File: src/rtl/dct_pkg.sv
// rtl/dct_pkg.sv - shared state encoding, default block size and stage-select encoding
package dct_pkg;

  localparam int DCT_DIM_DEFAULT = 8;

  localparam logic STAGE_SEL_ROW = 1'b1;
  localparam logic STAGE_SEL_COL = 1'b0;

  typedef enum logic [1:0] {
    ST_IDLE = 2'd0,
    ST_ROW  = 2'd1,
    ST_COL  = 2'd2,
    ST_DONE = 2'd3
  } dct_state_e;

endpackage

File: src/rtl/dct_stage_ctrl_if.sv
// rtl/dct_stage_ctrl_if.sv - control, handshake and transpose-buffer signals of the DCT stage controller
interface dct_stage_ctrl_if import dct_pkg::*; #(
  parameter int DIM   = DCT_DIM_DEFAULT,
  parameter int CNT_W = 16
);
  localparam int AW = $clog2(DIM);

  logic            start;
  logic            abort;
  logic            in_valid;
  logic            in_ready;
  logic            out_valid;
  logic            out_ready;
  logic            stage_sel;
  logic            tbuf_wr_en;
  logic [AW-1:0]   tbuf_wr_addr;
  logic            tbuf_rd_en;
  logic [AW-1:0]   tbuf_rd_addr;
  logic            busy;
  logic            done;
  logic [CNT_W-1:0] blk_cnt;

  modport master (
    output start, abort, in_valid, out_ready,
    input  in_ready, out_valid, stage_sel, tbuf_wr_en, tbuf_wr_addr,
           tbuf_rd_en, tbuf_rd_addr, busy, done, blk_cnt
  );

  modport slave (
    input  start, abort, in_valid, out_ready,
    output in_ready, out_valid, stage_sel, tbuf_wr_en, tbuf_wr_addr,
           tbuf_rd_en, tbuf_rd_addr, busy, done, blk_cnt
  );

endinterface

File: src/rtl/dct_beat_counter.sv
// rtl/dct_beat_counter.sv - modulo-DIM beat counter with terminal flag and sticky wrap flag
module dct_beat_counter import dct_pkg::*; #(
  parameter  int DIM = DCT_DIM_DEFAULT,
  localparam int AW  = $clog2(DIM)
) (
  input  logic          clk_i,
  input  logic          rst_n_i,
  input  logic          clr_i,
  input  logic          inc_i,
  output logic [AW-1:0] cnt_o,
  output logic          last_o,
  output logic          full_o
);

  logic [AW-1:0] cnt_q, cnt_d;
  logic          full_q, full_d;

  assign last_o = (cnt_q == AW'(DIM - 1));
  assign cnt_o  = cnt_q;
  assign full_o = full_q;

  // full_o records that all DIM beats were counted, since cnt_q itself wraps back to 0
  always_comb begin
    cnt_d  = cnt_q;
    full_d = full_q;
    if (clr_i) begin
      cnt_d  = '0;
      full_d = 1'b0;
    end else if (inc_i) begin
      cnt_d = cnt_q + 1'b1;
      if (last_o) full_d = 1'b1;
    end
  end

  always_ff @(posedge clk_i or negedge rst_n_i) begin
    if (!rst_n_i) begin
      cnt_q  <= '0;
      full_q <= 1'b0;
    end else begin
      cnt_q  <= cnt_d;
      full_q <= full_d;
    end
  end

endmodule

File: src/rtl/dct_stage_ctrl.sv
// rtl/dct_stage_ctrl.sv - row/column sequencing of one DIMxDIM 2-D DCT block through a transpose buffer
// DCT_CTRL_BLK_CNT_EN enables the completed-block counter on blk_cnt.
module dct_stage_ctrl import dct_pkg::*; #(
  parameter int DIM   = DCT_DIM_DEFAULT,
  parameter int CNT_W = 16
) (
  input  logic               HCLK,
  input  logic               HRESETn,
  dct_stage_ctrl_if.slave    bus
);

  localparam int AW = $clog2(DIM);

  dct_state_e    state_q, state_d;
  logic          out_valid_q, out_valid_d;
  logic [AW-1:0] row_cnt, iss_cnt, out_cnt_unused;
  logic          row_last, iss_full, out_last;
  logic          row_full_unused, iss_last_unused, out_full_unused;
  logic          row_inc, row_clr, col_clr, rd_en, out_fire;

  always_comb begin
    state_d     = state_q;
    out_valid_d = out_valid_q;
    row_inc     = (state_q == ST_ROW) && bus.in_valid;
    out_fire    = out_valid_q && bus.out_ready;
    rd_en       = (state_q == ST_COL) && !iss_full && (!out_valid_q || bus.out_ready);
    case (state_q)
      ST_IDLE: if (bus.start) state_d = ST_ROW;
      ST_ROW:  if (row_inc && row_last) state_d = ST_COL;
      ST_COL: begin
        // the read issued this cycle refills the output slot one cycle later
        if (rd_en)         out_valid_d = 1'b1;
        else if (out_fire) out_valid_d = 1'b0;
        if (out_fire && out_last) state_d = ST_DONE;
      end
      ST_DONE: state_d = ST_IDLE;
      default: state_d = ST_IDLE;
    endcase
    if (bus.abort) begin
      state_d     = ST_IDLE;
      out_valid_d = 1'b0;
    end
  end

  always_ff @(posedge HCLK or negedge HRESETn) begin
    if (!HRESETn) begin
      state_q     <= ST_IDLE;
      out_valid_q <= 1'b0;
    end else begin
      state_q     <= state_d;
      out_valid_q <= out_valid_d;
    end
  end

  assign row_clr = bus.abort || (state_q == ST_IDLE);
  assign col_clr = bus.abort || (state_q != ST_COL);

  dct_beat_counter #(.DIM(DIM)) u_row_cnt (
    .clk_i(HCLK), .rst_n_i(HRESETn), .clr_i(row_clr), .inc_i(row_inc),
    .cnt_o(row_cnt), .last_o(row_last), .full_o(row_full_unused)
  );

  dct_beat_counter #(.DIM(DIM)) u_iss_cnt (
    .clk_i(HCLK), .rst_n_i(HRESETn), .clr_i(col_clr), .inc_i(rd_en),
    .cnt_o(iss_cnt), .last_o(iss_last_unused), .full_o(iss_full)
  );

  dct_beat_counter #(.DIM(DIM)) u_out_cnt (
    .clk_i(HCLK), .rst_n_i(HRESETn), .clr_i(col_clr), .inc_i(out_fire),
    .cnt_o(out_cnt_unused), .last_o(out_last), .full_o(out_full_unused)
  );

  assign bus.in_ready     = (state_q == ST_ROW);
  assign bus.out_valid    = out_valid_q;
  assign bus.stage_sel    = (state_q == ST_COL) ? STAGE_SEL_COL : STAGE_SEL_ROW;
  assign bus.tbuf_wr_en   = row_inc;
  assign bus.tbuf_wr_addr = row_cnt;
  assign bus.tbuf_rd_en   = rd_en;
  assign bus.tbuf_rd_addr = iss_cnt;
  assign bus.busy         = (state_q != ST_IDLE);
  assign bus.done         = (state_q == ST_DONE);

`ifdef DCT_CTRL_BLK_CNT_EN
  logic [CNT_W-1:0] blk_cnt_q, blk_cnt_d;

  assign blk_cnt_d = (state_q == ST_DONE) ? blk_cnt_q + 1'b1 : blk_cnt_q;

  always_ff @(posedge HCLK or negedge HRESETn) begin
    if (!HRESETn) blk_cnt_q <= '0;
    else          blk_cnt_q <= blk_cnt_d;
  end

  assign bus.blk_cnt = blk_cnt_q;
`else
  assign bus.blk_cnt = {CNT_W{1'b0}};
`endif

endmodule

File: src/flat_wrapper.sv
// flat-port wrapper written by rule: the top's interface ports become plain ports
module dct_stage_ctrl_flat import dct_pkg::*;
#(
  parameter int DIM   = DCT_DIM_DEFAULT,
  parameter int CNT_W = 16
)
  (HCLK, HRESETn, bus_start, bus_abort, bus_in_valid, bus_out_ready, bus_in_ready, bus_out_valid, bus_stage_sel, bus_tbuf_wr_en, bus_tbuf_wr_addr, bus_tbuf_rd_en, bus_tbuf_rd_addr, bus_busy, bus_done, bus_blk_cnt);
  dct_stage_ctrl_if #(.DIM(DIM), .CNT_W(CNT_W)) bus_i ();
  input  logic HCLK;
  input  logic HRESETn;
  input wire logic [$bits(bus_i.start)-1:0] bus_start;
  input wire logic [$bits(bus_i.abort)-1:0] bus_abort;
  input wire logic [$bits(bus_i.in_valid)-1:0] bus_in_valid;
  input wire logic [$bits(bus_i.out_ready)-1:0] bus_out_ready;
  output wire logic [$bits(bus_i.in_ready)-1:0] bus_in_ready;
  output wire logic [$bits(bus_i.out_valid)-1:0] bus_out_valid;
  output wire logic [$bits(bus_i.stage_sel)-1:0] bus_stage_sel;
  output wire logic [$bits(bus_i.tbuf_wr_en)-1:0] bus_tbuf_wr_en;
  output wire logic [$bits(bus_i.tbuf_wr_addr)-1:0] bus_tbuf_wr_addr;
  output wire logic [$bits(bus_i.tbuf_rd_en)-1:0] bus_tbuf_rd_en;
  output wire logic [$bits(bus_i.tbuf_rd_addr)-1:0] bus_tbuf_rd_addr;
  output wire logic [$bits(bus_i.busy)-1:0] bus_busy;
  output wire logic [$bits(bus_i.done)-1:0] bus_done;
  output wire logic [$bits(bus_i.blk_cnt)-1:0] bus_blk_cnt;
  assign bus_i.start = bus_start;
  assign bus_i.abort = bus_abort;
  assign bus_i.in_valid = bus_in_valid;
  assign bus_i.out_ready = bus_out_ready;
  assign bus_in_ready = bus_i.in_ready;
  assign bus_out_valid = bus_i.out_valid;
  assign bus_stage_sel = bus_i.stage_sel;
  assign bus_tbuf_wr_en = bus_i.tbuf_wr_en;
  assign bus_tbuf_wr_addr = bus_i.tbuf_wr_addr;
  assign bus_tbuf_rd_en = bus_i.tbuf_rd_en;
  assign bus_tbuf_rd_addr = bus_i.tbuf_rd_addr;
  assign bus_busy = bus_i.busy;
  assign bus_done = bus_i.done;
  assign bus_blk_cnt = bus_i.blk_cnt;
  dct_stage_ctrl #(.DIM(DIM), .CNT_W(CNT_W)) u_core (.HCLK(HCLK), .HRESETn(HRESETn), .bus(bus_i));
endmodule
File: config.mk
export PLATFORM = sky130hd
export DESIGN_NAME = dct_stage_ctrl_flat
export DESIGN_NICKNAME = d
export VERILOG_FILES = /design/src/rtl/dct_pkg.sv /design/src/rtl/dct_stage_ctrl_if.sv /design/src/rtl/dct_beat_counter.sv /design/src/rtl/dct_stage_ctrl.sv /design/src/flat_wrapper.sv
export SDC_FILE = /design/constraint.sdc
export NUM_CORES = 1
export LEC_CHECK = 0
export ABC_AREA = 1
export CORE_MARGIN = 10
export CORE_UTILIZATION = 48
export CTS_BUF_LIST = sky130_fd_sc_hd__clkbuf_4
export DETAILED_ROUTE_END_ITERATION = 7
export GPL_ROUTABILITY_DRIVEN = 0
export PLACE_DENSITY = 0.87
export REMOVE_ABC_BUFFERS = 1
export SYNTH_ARGS = -nofsm -noshare
export SYNTH_HDL_FRONTEND = slang
export SYNTH_SLANG_ARGS = --single-unit
File: constraint.sdc
create_clock -name HCLK -period 2.2 [get_ports HCLK]
set_input_delay 0.33 -clock HCLK [delete_from_list [all_inputs] [get_ports HCLK]]
set_output_delay 0.33 -clock HCLK [all_outputs]
set_load 0.01 [all_outputs]
==> impl_metrics.yaml <==
outcome:
  status: "completed"
sta:
  fin_skew_ns: 0.003065
  finalMaxSlewViolations: 0
  clock.fmax_mhz: 515.4
  setup_ws_ns: 0.2598
  tns_ns: 0
  hold_violations: 0
  rsz0062_at_grt: "no"
  slew_headroom_pct: 61.64
  tightest_slew_ns: 0.5736
  period_share_pct: 88.19
  min_period_ns: 1.940
  setup_viol: 0
placed_design:
  dp_cells: 151
  dpl_worst_slack_ns: 0.1934
  io_buffers: 18
  dp_hpwl_um: 1623
synthesis:
  synth-seq-cells: 13
  synth_ff_type: "dfrtp_1"
  synth_common_cells: "18 x nand2_1, 16 x buf_4, 13 x dfrtp_1"
  synth.most_common_cell: "nand2_1"
  synth_edf_count: 0
  synthArstFlopShare_pct: 100.0
  syn_area_per_cell_sq_um: 8.422
  synth_area_sq_um: 909.6
  ys_seq_area_share_pct: 35.76
  synth.top_cell.area_share_pct: 35.76
  syn_inst: 108
  yosysTopAreaCell: "dfrtp_1"
  ys_warn_count: 0
  synth_top_cells_by_area: "dfrtp_1 36%, ha_1 15%, buf_4 13%"
  synth_cell_types: 17
power_and_ir_drop:
  power.total_uw: 941.1
  ir_worst_vdd_mv: 0.5277
  p_leak_nw: 0.6124
  power.density_nw_per_um2: 853.8
global_route:
  grtUsageTotal_pct: 10.46
  grt_max_degree: 14
  first_global_vias: 724
  grt_pass1_wl_um: 3339
  grt_overflow: 0
  antenna_found_initial: 0
detailed_routing:
  routedWlPerCell_um: 12.70
  drc: 0
  ant_nets: 0
  vias_per_cell: 4.658
  first_pass_iters: 4
  routed_wl_um: 1969
  vias: 722
  drt_iter0_drc: 23
floorplan:
  die_h_um: 63.53
  chipWidth_um: 63.53
  io_pins: 35
  die-area_sq_um: 4036
  start_util_pct: 51.56
  core_sq_um: 1764
  num_rows: 15
cells_and_area:
  postLayoutCoreUtil_pct: 62.48
  areaGrowthSynthToFinish_pct: 21.18
  insertedDiodeCount: 0
  nNetsFinal: 148
  fin_cells: 155
  drive_gt1_share_pct: 14.62
cts:
  hold_buffers: 0
  clock_tree.root_cell: "clkbuf_4"
  clockBufferDepth: 2
  htreeDepth: 1
  clock_latency_ns: 0.28
  cts_tree: "built"
  postCtsSetupBuffers: 0
  path_clk_slew_ns: 0.08
  cts_buffers: 3
  cts_sinks: 13
setup_path:
  critical_path_required_ns: 1.87
  end_kind: "output pin"
  start_kind: "flop"
  cp_cell_sequence: "inv_1 -> ha_2 -> inv_2 -> clkdlybuf4s50_1"
  cpMaxStageDelayCell: "clkdlybuf4s50_1"
  path_class: "flop to output pin"
  slowest_delay_ns: 0.54
  crit_arrival_ns: 1.61
  crit_fanout: 4
min_path:
  hp-class: "input pin to async pin"
run:
  drv_cap: 0
layout make-up:
cell class              instances  area (sq um)
well taps                      25         31.28
flip-flops and latches         13         325.3
inverters                      13         48.80
repair buffers                 19         192.7
fillers                       141         661.9
clock buffers                   4         30.03
multi-input cells              81         474.2
critical path, delay by kind of cell (launching register included):
| kind | cells | cell delay [ns] |
|---|---|---|
| DFF | 1 | 0.39 |
| adders and majority gates | 1 | 0.22 |
| buffers and inverters | 3 | 0.72 |
metal layers:
metal  GRT usage (%)  wire length (um)  up-vias
li1                -                 -      353
met2           16.33               929       27
met5               0                 0        -
met3           3.357               156        9
met1           10.70               769      333
met4           10.11               114        0
worst paths after layout:
path | from | slack (ns) | end | cells past startpoint
setup / recovery | u_core.state_q[0]$_DFFE_PN0P_ | 0.26 | bus_stage_sel | 4
hold reg to reg | u_core.state_q[1]$_DFFE_PN0P_ | 0.54 | u_core.state_q[1]$_DFFE_PN0P_ | 2
max in group asynchronous | HRESETn | 1.41 | u_core.u_iss_cnt.cnt_o[1]$_DFFE_PN0P_ | 1
min in group HCLK | u_core.state_q[1]$_DFFE_PN0P_ | 0.54 | u_core.state_q[1]$_DFFE_PN0P_ | 2
setup reg to reg | u_core.u_row_cnt.cnt_o[0]$_DFFE_PN0P_ | 0.90 | u_core.state_q[0]$_DFFE_PN0P_ | 9
hold / removal | HRESETn | 0.41 | u_core.u_row_cnt.cnt_o[0]$_DFFE_PN0P_ | 1
repair_timing:
action | CTS | global route
endpoints found under the setup margin | 0 | 2
resized for setup | 0 | 3
hold endpoints to repair | 0 | 0
stage by stage:
stage / hold slack, ns / area (sq um)
2_1_floorplan: 0.03441 / 845.8
5_1_grt: 0.4445 / 1102
6_report: 0.4070 / 1102
3_3_place_gp: 0.5209 / 1065
4_1_cts: 0.4318 / 1095
3_5_place_dp: 0.5307 / 1065
report_power, final:
part	leakage (nW)	total [mW]	internal (mW)	switching, mW
clock	0.0184	0.164	0.0828	0.0811
sequential	0.179	0.307	0.271	0.0361
combinational	0.415	0.470	0.206	0.264
total	0.612	0.941	0.560	0.382
cell usage in the layout (no fill, tap or decap), drive strengths merged:
| cell | instances |
|---|---|
| nand2 | 23 |
| conb | 16 |
| clkdlybuf4s50 | 16 |
| dfrtp | 13 |
| inv | 13 |
| ha | 11 |
| nor2 | 11 |
| nand3 | 10 |
| a21oi | 5 |
| clkbuf | 4 |
| o21ai | 3 |
| dlymetal6s2s | 2 |
| xor2 | 1 |
| nand3b | 1 |
| buf | 1 |
sequential cells by signal, summed over array words and instances (netlist names):
register	flops
u_core.u_iss_cnt.cnt_o	3
u_core.u_out_cnt.cnt_o	3
u_core.u_row_cnt.cnt_o	3
u_core.state_q	2
u_core.bus.out_valid	1
u_core.u_iss_cnt.full_o	1
kinds of logic after synthesis:
kind of cell	count (synthesis)	synth area share, %
AOI/OAI and AO/OA	8	5.226
adders and majority gates	11	15.13
xor gates and xnor gates	1	0.9630
DFF	13	35.76
buffers and inverters	29	18.57
and+or+nand+nor	45	23.93
other	1	0.4123
(Power assumes the default switching activity.)
